### config.mk
export PLATFORM = sky130hd
export DESIGN_NAME = alarm_escalator
export DESIGN_NICKNAME = d
export VERILOG_FILES = /design/src/rtl/alarm_escalator.sv
export SDC_FILE = /design/constraint.sdc
export NUM_CORES = 1
export LEC_CHECK = 0
export CAP_MARGIN = 20
export CELL_PAD_IN_SITES_DETAIL_PLACEMENT = 1
export CELL_PAD_IN_SITES_GLOBAL_PLACEMENT = 1
export CORE_ASPECT_RATIO = 0.7
export CORE_MARGIN = 2
export CORE_UTILIZATION = 38
export DETAILED_ROUTE_END_ITERATION = 16
export PLACE_DENSITY = 0.74
export SLEW_MARGIN = 20
export SYNTH_ARGS = -nofsm -noshare
export SYNTH_HDL_FRONTEND = slang
export SYNTH_SLANG_ARGS = --single-unit
### constraint.sdc
create_clock -name clk -period 1.7 [get_ports clk]
set_input_delay 0.34 -clock clk [delete_from_list [all_inputs] [get_ports clk]]
set_output_delay 0.34 -clock clk [all_outputs]
set_load 0.02 [all_outputs]
### src/rtl/alarm_escalator.sv
// alarm_escalator: debounced alarm-class escalation FSM driving buzzer, indicators and shutdown request
// Ports: clk/rst (async active-high); alarm_leds one-hot class [2]=crit [1]=low [0]=normal;
// pwr_level raw 4-bit power; ack operator acknowledge; clr shutdown clear;
// state FSM code; buzzer/warn/shutdown_req drives; alarm_latched sticky flag; event_count ALARM entries (saturating).
module alarm_escalator #(
  parameter int DEB_CYCLES = 4,
  parameter int BEEP_HALF = 8,
  parameter int ESC_TIMEOUT = 64,
  parameter logic [3:0] PWR_LIMIT = 4'd8
) (
  input  logic       clk,
  input  logic       rst,
  input  logic [2:0] alarm_leds,
  input  logic [3:0] pwr_level,
  input  logic       ack,
  input  logic       clr,
  output logic [2:0] state,
  output logic       buzzer,
  output logic       warn,
  output logic       alarm_latched,
  output logic       shutdown_req,
  output logic [7:0] event_count
);
  localparam int DW = $clog2(DEB_CYCLES + 1);
  localparam int EW = $clog2(ESC_TIMEOUT + 1);
  localparam int BW = $clog2(BEEP_HALF + 1);
  typedef enum logic [2:0] {
    S_IDLE = 3'd0, S_WARN = 3'd1, S_ALARM = 3'd2, S_ACKED = 3'd3, S_SHUTDOWN = 3'd4
  } state_t;
  typedef enum logic [1:0] {C_NORM, C_LOW, C_CRIT} cls_t;
  state_t state_q, state_d;
  cls_t cls, cls_q;
  logic [DW-1:0] deb_q, deb_d;
  logic [EW-1:0] esc_q, esc_d;
  logic [BW-1:0] beep_q, beep_d;
  logic [7:0] ev_q, ev_d;
  logic buz_q, buz_d, warn_q, warn_d, lat_q, lat_d, sd_q, sd_d;
  logic qual, q_norm, q_low, q_crit, expired, beep_end, enter;
  // Anything that is not exactly 001 or 010 is treated as critical (fail-safe).
  always_comb begin
    cls = alarm_leds == 3'b001 ? C_NORM : alarm_leds == 3'b010 ? C_LOW : C_CRIT;
    deb_d = cls != cls_q ? DW'(1) : deb_q == DW'(DEB_CYCLES) ? deb_q : deb_q + DW'(1);
    qual = deb_q == DW'(DEB_CYCLES);
    q_norm = qual && cls_q == C_NORM;
    q_low = qual && cls_q == C_LOW;
    q_crit = qual && cls_q == C_CRIT;
    expired = esc_q == EW'(ESC_TIMEOUT);
  end
  always_comb begin
    state_d = state_q;
    case (state_q)
      S_IDLE:     state_d = q_crit ? S_ALARM : q_low ? S_WARN : S_IDLE;
      S_WARN:     state_d = q_crit ? S_ALARM : q_norm ? S_IDLE : S_WARN;
      S_ALARM:    state_d = ack ? S_ACKED : expired && pwr_level >= PWR_LIMIT ? S_SHUTDOWN : S_ALARM;
      S_ACKED:    state_d = q_norm ? S_IDLE : q_low ? S_WARN : S_ACKED;
      S_SHUTDOWN: state_d = clr && alarm_leds == 3'b001 ? S_IDLE : S_SHUTDOWN;
      default:    state_d = S_IDLE;
    endcase
  end
  // Beep phase counter only runs while staying in ALARM; entry restarts it with the buzzer on.
  always_comb begin
    enter = state_d == S_ALARM && state_q != S_ALARM;
    beep_end = beep_q == BW'(BEEP_HALF - 1);
    esc_d = enter ? '0 : state_q == S_ALARM && !expired ? esc_q + EW'(1) : esc_q;
    beep_d = state_d == S_ALARM && state_q == S_ALARM && !beep_end ? beep_q + BW'(1) : '0;
    buz_d = state_d == S_SHUTDOWN || enter || (state_d == S_ALARM && (buz_q ^ beep_end));
    ev_d = enter && ev_q != 8'hff ? ev_q + 8'd1 : ev_q;
    lat_d = enter ? 1'b1 : state_d == S_IDLE ? 1'b0 : lat_q;
    warn_d = state_d == S_WARN;
    sd_d = state_d == S_SHUTDOWN;
  end
  always_ff @(posedge clk or posedge rst) begin
    if (rst) begin
      state_q <= S_IDLE;
      cls_q <= C_NORM;
      deb_q <= '0;
      esc_q <= '0;
      beep_q <= '0;
      ev_q <= '0;
      buz_q <= 1'b0;
      warn_q <= 1'b0;
      lat_q <= 1'b0;
      sd_q <= 1'b0;
    end else begin
      state_q <= state_d;
      cls_q <= cls;
      deb_q <= deb_d;
      esc_q <= esc_d;
      beep_q <= beep_d;
      ev_q <= ev_d;
      buz_q <= buz_d;
      warn_q <= warn_d;
      lat_q <= lat_d;
      sd_q <= sd_d;
    end
  end
  assign state = state_q;
  assign buzzer = buz_q;
  assign warn = warn_q;
  assign alarm_latched = lat_q;
  assign shutdown_req = sd_q;
  assign event_count = ev_q;
endmodule

==> results.py, run 1 <==
metrics = {
    "flow_run": {
        "drv_cap": 0,
    },
    "global_route": {
        "antenna_found_initial": 0,
        "track_usage_pct": 19.6,
        "overflow": 0,
        "grt_pass1_vias": 1427,
        "grt_pass1_wl_mm": 7.33,
        "grt_max_degree": 32,
    },
    "synthesis": {
        "ys_warn_count": 0,
        "synthArstFlopShare_pct": 100,
        "ys_ff_latch": 31,
        "avgSynthCellArea_um2": 11.1,
        "synth_top_area_cell": "dfrtp_1",
        "synthesis.nets": 170,
        "yosysUniqueCellTypes": 48,
        "yosysSeqAreaShare_pct": 45.7,
        "synth.area.top_cells": "dfrtp_1 46%, xor2_1 4.6%, ha_1 4.4%",
        "synth_area_um2": 1700,
        "synth_edf_count": 0,
        "synth_flop_cell": "dfrtp_1",
        "syn_inst": 153,
        "synth_top_area_share_pct": 45.7,
    },
    "power": {
        "power_mw": 3.05,
        "p_switching_mw": 1.10,
        "clkPwrFrac_pct": 21.0,
        "internal_power_mw": 1.95,
        "powerDensity_nw_per_um2": 1260,
        "leakagePower_nw": 1.14,
        "max-vdd-ir-drop_mv": 0.605,
        "combPwrFrac_pct": 44.1,
        "seq_power_share_pct": 34.8,
        "p_sw_share_pct": 36.1,
    },
    "timing": {
        "relSlewSlack_pct": 72.7,
        "tns_ns": -0.0616,
        "hold_viol": 0,
        "rsz0062_at_grt": "yes",
        "finalSetupViolations": 2,
        "tightest_slew_ns": 0.410,
        "finalClockSkew_ns": 0.00321,
        "min_period_ns": 1.75,
        "fin_crit_sh_pct": 103,
        "layout_setup_ws_ns": -0.0539,
        "achievable-frequency_mhz": 570,
        "slew_violations": 0,
    },
    "final_layout": {
        "fin_nets": 226,
        "area_growth_syn_to_layout_pct": 42.3,
        "layout_commonest_cell": "dfrtp_1",
        "antenna_cells": 0,
        "mostFrequentLayoutCells": "31 x dfrtp_1, 27 x buf_4, 13 x clkdlybuf4s50_1",
        "fin_util_pct": 56.1,
        "n_fill_cell": 475,
        "drive_gt1_share_pct": 32.4,
    },
    "floorplan": {
        "ios": 26,
        "dieArea_um2": 5020,
        "start_util_pct": 39.4,
        "die_y_um": 59.9,
        "dieWidth_um": 83.9,
        "std_cell_rows": 20,
        "core_um2": 4300,
    },
    "clock_tree": {
        "cts.clk_slew.worst_paths_ns": 0.06,
        "cts.sinks": 31,
        "root_buffer": "clkbuf_8",
        "clockBufferDepth": 2,
        "cts_tree": "yes",
        "h-tree-depth": 2,
        "worst_skew_pair.late_latency_ns": 0.29,
        "numCtsBuffers": 5,
    },
    "detailed_routing": {
        "avgViaCountPerCell": 5.13,
        "drtAntennaViolNets": 0,
        "drt_iter0_drc": 54,
        "dr_total_vias": 1360,
        "drc": 0,
        "first_pass_iters": 4,
        "drt-wirelength-per-cell_um": 16.9,
        "drt_wl_total_mm": 4.47,
    },
    "setup_path": {
        "critPathKind": "input port to flip-flop",
        "crit_required_ns": 1.87,
        "startpoint_type": "input port",
        "worstSetupEndpointType": "flip-flop",
        "crit_fanout": 7,
        "arrival_ns": 1.92,
    },
    "worst_hold_path": {
        "hp-class": "input port to async pin",
    },
    "place": {
        "hpwl_mm": 3.10,
        "pre_cts_ws_ns": -0.376,
        "place_congestion": 0.781,
        "port_buffers": 22,
    },
    "run_status": {
        "violations": "setup timing",
        "status": "finished with violations",
    },
}
==> area by class of cell <==
type,count,area (µm²),share of cell area [%]
multi-input combinational,110,983,40.7
inverter,10,40.0,1.66
timing repair buffer,51,445,18.5
tap,55,68.8,2.85
clock buffer,8,100,4.15
sequential,31,776,32.1
==> sequential cells by signal, indices dropped and copies added, names as in the netlist <==
register and flops:
cls_q 2, alarm_latched 1, state 3, shutdown_req 1, warn 1, esc_q 7
deb_q 3, event_count 8, buzzer 1, beep_q 4
==> what timing repair did <==
action	in CTS	in global routing
pin swaps	5	9
hold buffers	0	0
resized for setup	16	21
setup buffers	5	5
setup endpoints to repair	16	22
==> power groups by stage <==
stage	logic [mW]	clock network (mW)	registers [mW]
floorplan	0.563	0	1.10
global placement	1.07	0	1.05
detailed placement	1.12	0	1.05
CTS	1.23	0.658	1.05
global route	1.47	0.702	1.08
finish	1.34	0.641	1.06
==> metal layers <==
layer  track usage, %  wire length, µm
met1             25.7             2170
met3             4.56              137
met4             8.29               95
met5                0                0
met2             32.0             2070
==> synthesized netlist by cell type, types with 2 or more instances <==
| cell type | n |
|---|---|
| nor3_2 | 2 |
| nand2b_1 | 3 |
| nor3_1 | 3 |
| inv_1 | 9 |
| mux2i_1 | 2 |
| or3_1 | 2 |
| xor2_1 | 9 |
| nor3b_1 | 3 |
| nand2_1 | 11 |
| dfrtp_1 | 31 |
| o21ai_0 | 3 |
| nor4b_2 | 3 |
| nand3b_1 | 3 |
| and4bb_1 | 2 |
| a21oi_1 | 4 |
| nor2b_1 | 2 |
| ha_1 | 6 |
| nand3_1 | 5 |
| nor2_1 | 12 |
| xnor2_1 | 6 |
| nand4_1 | 3 |
| o211ai_1 | 2 |
| nand4bb_1 | 2 |
==> worst max-delay path, cell delays in order <==
cell and delay (ns):
clkdlybuf4s50_1 0.47, nor4bb_4 0.30, buf_4 0.16, nand2_2 0.05
a211o_4 0.38, and4bb_1 0.22
==> path summary, 6_finish.rpt <==
| path | from | to | slack (ns) | depth (start not counted) |
|---|---|---|---|---|
| max | ack | beep_q[1] | -0.05 | 6 |
| min | rst | event_count[1] | 0.44 | 3 |
| max reg2reg | esc_q[0] | beep_q[1] | -0.05 | 7 |
| min reg2reg | beep_q[0] | beep_q[0] | 0.52 | 1 |
| max in group asynchronous | rst | esc_q[4] | 0.97 | 3 |
| min in group clk | beep_q[0] | beep_q[0] | 0.52 | 1 |
==> cells by family (layout without fill, tap and decap cells) <==
family | count (synthesis) | count (layout) | share of synthesized area [%]
multiplexers | 3 | 3 | 1.84
adder cells (fa/ha/maj) | 6 | 6 | 4.42
AND/OR/NAND/NOR | 68 | 68 | 28.6
AO/OA/AOI/OAI | 18 | 18 | 8.56
buffers and inverters | 12 | 69 | 3.10
flip-flops | 31 | 31 | 45.7
XOR/XNOR | 15 | 15 | 7.74
==> through the flow <==
step           instances  hold WS [ns]  area (µm²)
3_5_place_dp         249         0.487        2130
6_report             265         0.440        2410
4_1_cts              262         0.445        2310
5_1_grt              265         0.479        2410
2_1_floorplan        153         0.433        1700
3_3_place_gp         249         0.469        2130
Power figures use the tool's default switching activity.
==> run 2: changes to the inputs <==
--- a/config.mk
+++ b/config.mk
@@ -5,6 +5,7 @@
 export SDC_FILE = /design/constraint.sdc
 export NUM_CORES = 1
 export LEC_CHECK = 0
+export ABC_AREA = 0
 export CAP_MARGIN = 20
 export CELL_PAD_IN_SITES_DETAIL_PLACEMENT = 1
 export CELL_PAD_IN_SITES_GLOBAL_PLACEMENT = 1
==> results of run 2 <==
The final DEF is identical to that of run 1; final timing and power are the same.
==> run 3: changes to the inputs <==
--- a/config.mk
+++ b/config.mk
@@ -14,6 +14,7 @@
 export CORE_UTILIZATION = 38
 export DETAILED_ROUTE_END_ITERATION = 16
 export PLACE_DENSITY = 0.74
+export SETUP_SLACK_MARGIN = 0.4
 export SLEW_MARGIN = 20
 export SYNTH_ARGS = -nofsm -noshare
 export SYNTH_HDL_FRONTEND = slang
==> run 3 against run 2 <==
Compared with the run above: register-to-register slack lost 0.03 ns; routed wire length up 41%; sequential cell count did not move; worst setup slack got worse by 0.029 ns; first-iteration DRC count up 39%; fmax shrank 1.6%; sequential share of layout area fell by 3.5 points; critical path type is now flip-flop to flip-flop; cell area increased by 14%; the run still ends with setup timing left.
==> results.py, run 3 (same netlist as run 1, synthesis figures left out) <==
metrics = {
    "run_status": {
        "status": "finished with violations",
        "violations": "setup timing",
    },
    "timing": {
        "min_period_ns": 1.78,
        "whs_ns": 0.446,
        "layout_setup_ws_ns": -0.0827,
        "rsz0062_at_grt": "yes",
        "achievable-frequency_mhz": 561,
        "fin_crit_sh_pct": 105,
        "slew_violations": 0,
        "relSlewSlack_pct": 72.5,
        "finalSetupViolations": 7,
        "hold_viol": 0,
        "finalClockSkew_ns": 0.00554,
        "tightest_slew_ns": 0.413,
    },
    "clock_tree": {
        "root_buffer": "clkbuf_8",
        "h-tree-depth": 2,
        "cts.clk_slew.worst_paths_ns": 0.07,
        "cts_tree": "yes",
        "cts.sinks": 31,
        "numCtsBuffers": 5,
        "worst_skew_pair.late_latency_ns": 0.30,
        "cts_hold_buf": 0,
        "clockBufferDepth": 2,
    },
    "floorplan": {
        "ios": 26,
        "std_cell_rows": 20,
        "start_util_pct": 39.4,
        "dieArea_um2": 5020,
        "dieWidth_um": 83.9,
        "die_y_um": 59.9,
        "core_um2": 4300,
    },
    "detailed_routing": {
        "first_pass_iters": 4,
        "avgViaCountPerCell": 5.42,
        "drt_iter0_drc": 75,
        "drtAntennaViolNets": 0,
        "drt_wl_total_mm": 6.30,
        "drt-wirelength-per-cell_um": 22.1,
        "drc": 0,
        "dr_total_vias": 1546,
    },
    "global_route": {
        "antenna_found_initial": 0,
        "grt_pass1_wl_mm": 9.20,
        "grt_max_degree": 32,
        "grt_pass1_vias": 1698,
        "track_usage_pct": 25.2,
        "overflow": 0,
    },
    "final_layout": {
        "mostFrequentLayoutCells": "36 x buf_4, 22 x dfrtp_1, 14 x buf_6",
        "largest_reg_flops": 8,
        "layout_commonest_cell": "buf_4",
        "fin_nets": 246,
        "antenna_cells": 0,
        "drive_gt1_share_pct": 58.7,
        "area_growth_syn_to_layout_pct": 62.2,
    },
    "power": {
        "internal_power_mw": 2.32,
        "power_mw": 3.75,
        "powerDensity_nw_per_um2": 1360,
        "p_sw_share_pct": 38.1,
        "combPwrFrac_pct": 49.6,
        "seq_power_share_pct": 29.4,
        "p_switching_mw": 1.43,
        "clkPwrFrac_pct": 21.0,
        "leakagePower_nw": 1.28,
        "max-vdd-ir-drop_mv": 0.817,
    },
    "setup_path": {
        "reg2regPathDepth": 6,
        "crit_required_ns": 1.89,
        "worstReg2RegEnd": "buzzer",
        "crit_fanout": 7,
        "startpoint_type": "flip-flop",
        "reg2reg_slack_ns": -0.08,
        "critPathKind": "flip-flop to flip-flop",
        "cp-startpoint": "esc_q[0]",
        "arrival_ns": 1.98,
        "cp-endpoint": "buzzer",
        "worstSetupEndpointType": "flip-flop",
        "reg2reg_from": "esc_q[0]",
    },
    "place": {
        "place_congestion": 0.824,
        "hpwl_mm": 3.22,
        "port_buffers": 22,
    },
    "flow_run": {
        "drv_cap": 0,
    },
    "worst_hold_path": {
        "hp-class": "input port to async pin",
    },
}
run 3: final cells by class:
type	instances	area, µm²
clock buffer	6	82.6
clock inverter	2	35.0
tap	55	68.8
multi-input combinational	110	1160
fill	443	1550
timing repair buffer	71	578
inverter	10	40.0
sequential	31	787
run 3: worst max-delay path, stage by stage, from the launching register on:
cell	delay, ns
dfrtp_1	0.41
inv_2	0.10
ha_4	0.15
nor4bb_4	0.26
nand2_1	0.13
a211o_4	0.40
a31o_1	0.22
run 3: routing by layer:
metal	up-vias	part of all wire, %	GRT usage, %
met5	-	0	0
met2	47	52	46.5
met3	13	4.1	5.39
li1	693	-	-
met4	0	1.5	9.68
met1	793	42	29.6
run 3: worst min path at each step:
stage	start	end	slack, ns
after global placement	beep_q[0]	beep_q[0]	0.47
final	rst	cls_q[0]	0.45
after floorplan	alarm_leds[2]	cls_q[0]	0.43
after detailed placement	beep_q[0]	beep_q[0]	0.50
after CTS	rst	event_count[4]	0.46
after global routing	rst	esc_q[3]	0.49
run 3: timing repair:
action / CTS / global route
setup buffers: 24 / 12
cloned: 0 / 0
gates resized for setup: 95 / 24
endpoints found under the setup margin: 44 / 35
pin swaps: 25 / 14
run 3: power groups by stage:
stage | sequential, mW | combinational (mW) | clock [mW]
after floorplan | 1.14 | 0.681 | 0
after global placement | 1.09 | 1.08 | 0
after detailed placement | 1.10 | 1.15 | 0
after CTS | 1.07 | 1.57 | 0.780
after global routing | 1.12 | 1.94 | 0.840
final | 1.10 | 1.86 | 0.786
run 3: through the flow:
stage	cell area (µm²)	TNS [ns]	cells	util, %	setup slack [ns]
3_3_place_gp	2190	-1.71	241	50.9	-0.257
5_1_grt	2750	-0.551	285	63.9	-0.123
3_5_place_dp	2190	-2.48	241	50.9	-0.302
4_1_cts	2620	-0.0517	273	60.8	-0.0237
6_report	2750	-0.285	285	63.9	-0.0827
2_1_floorplan	1830	0	153	-	0.172
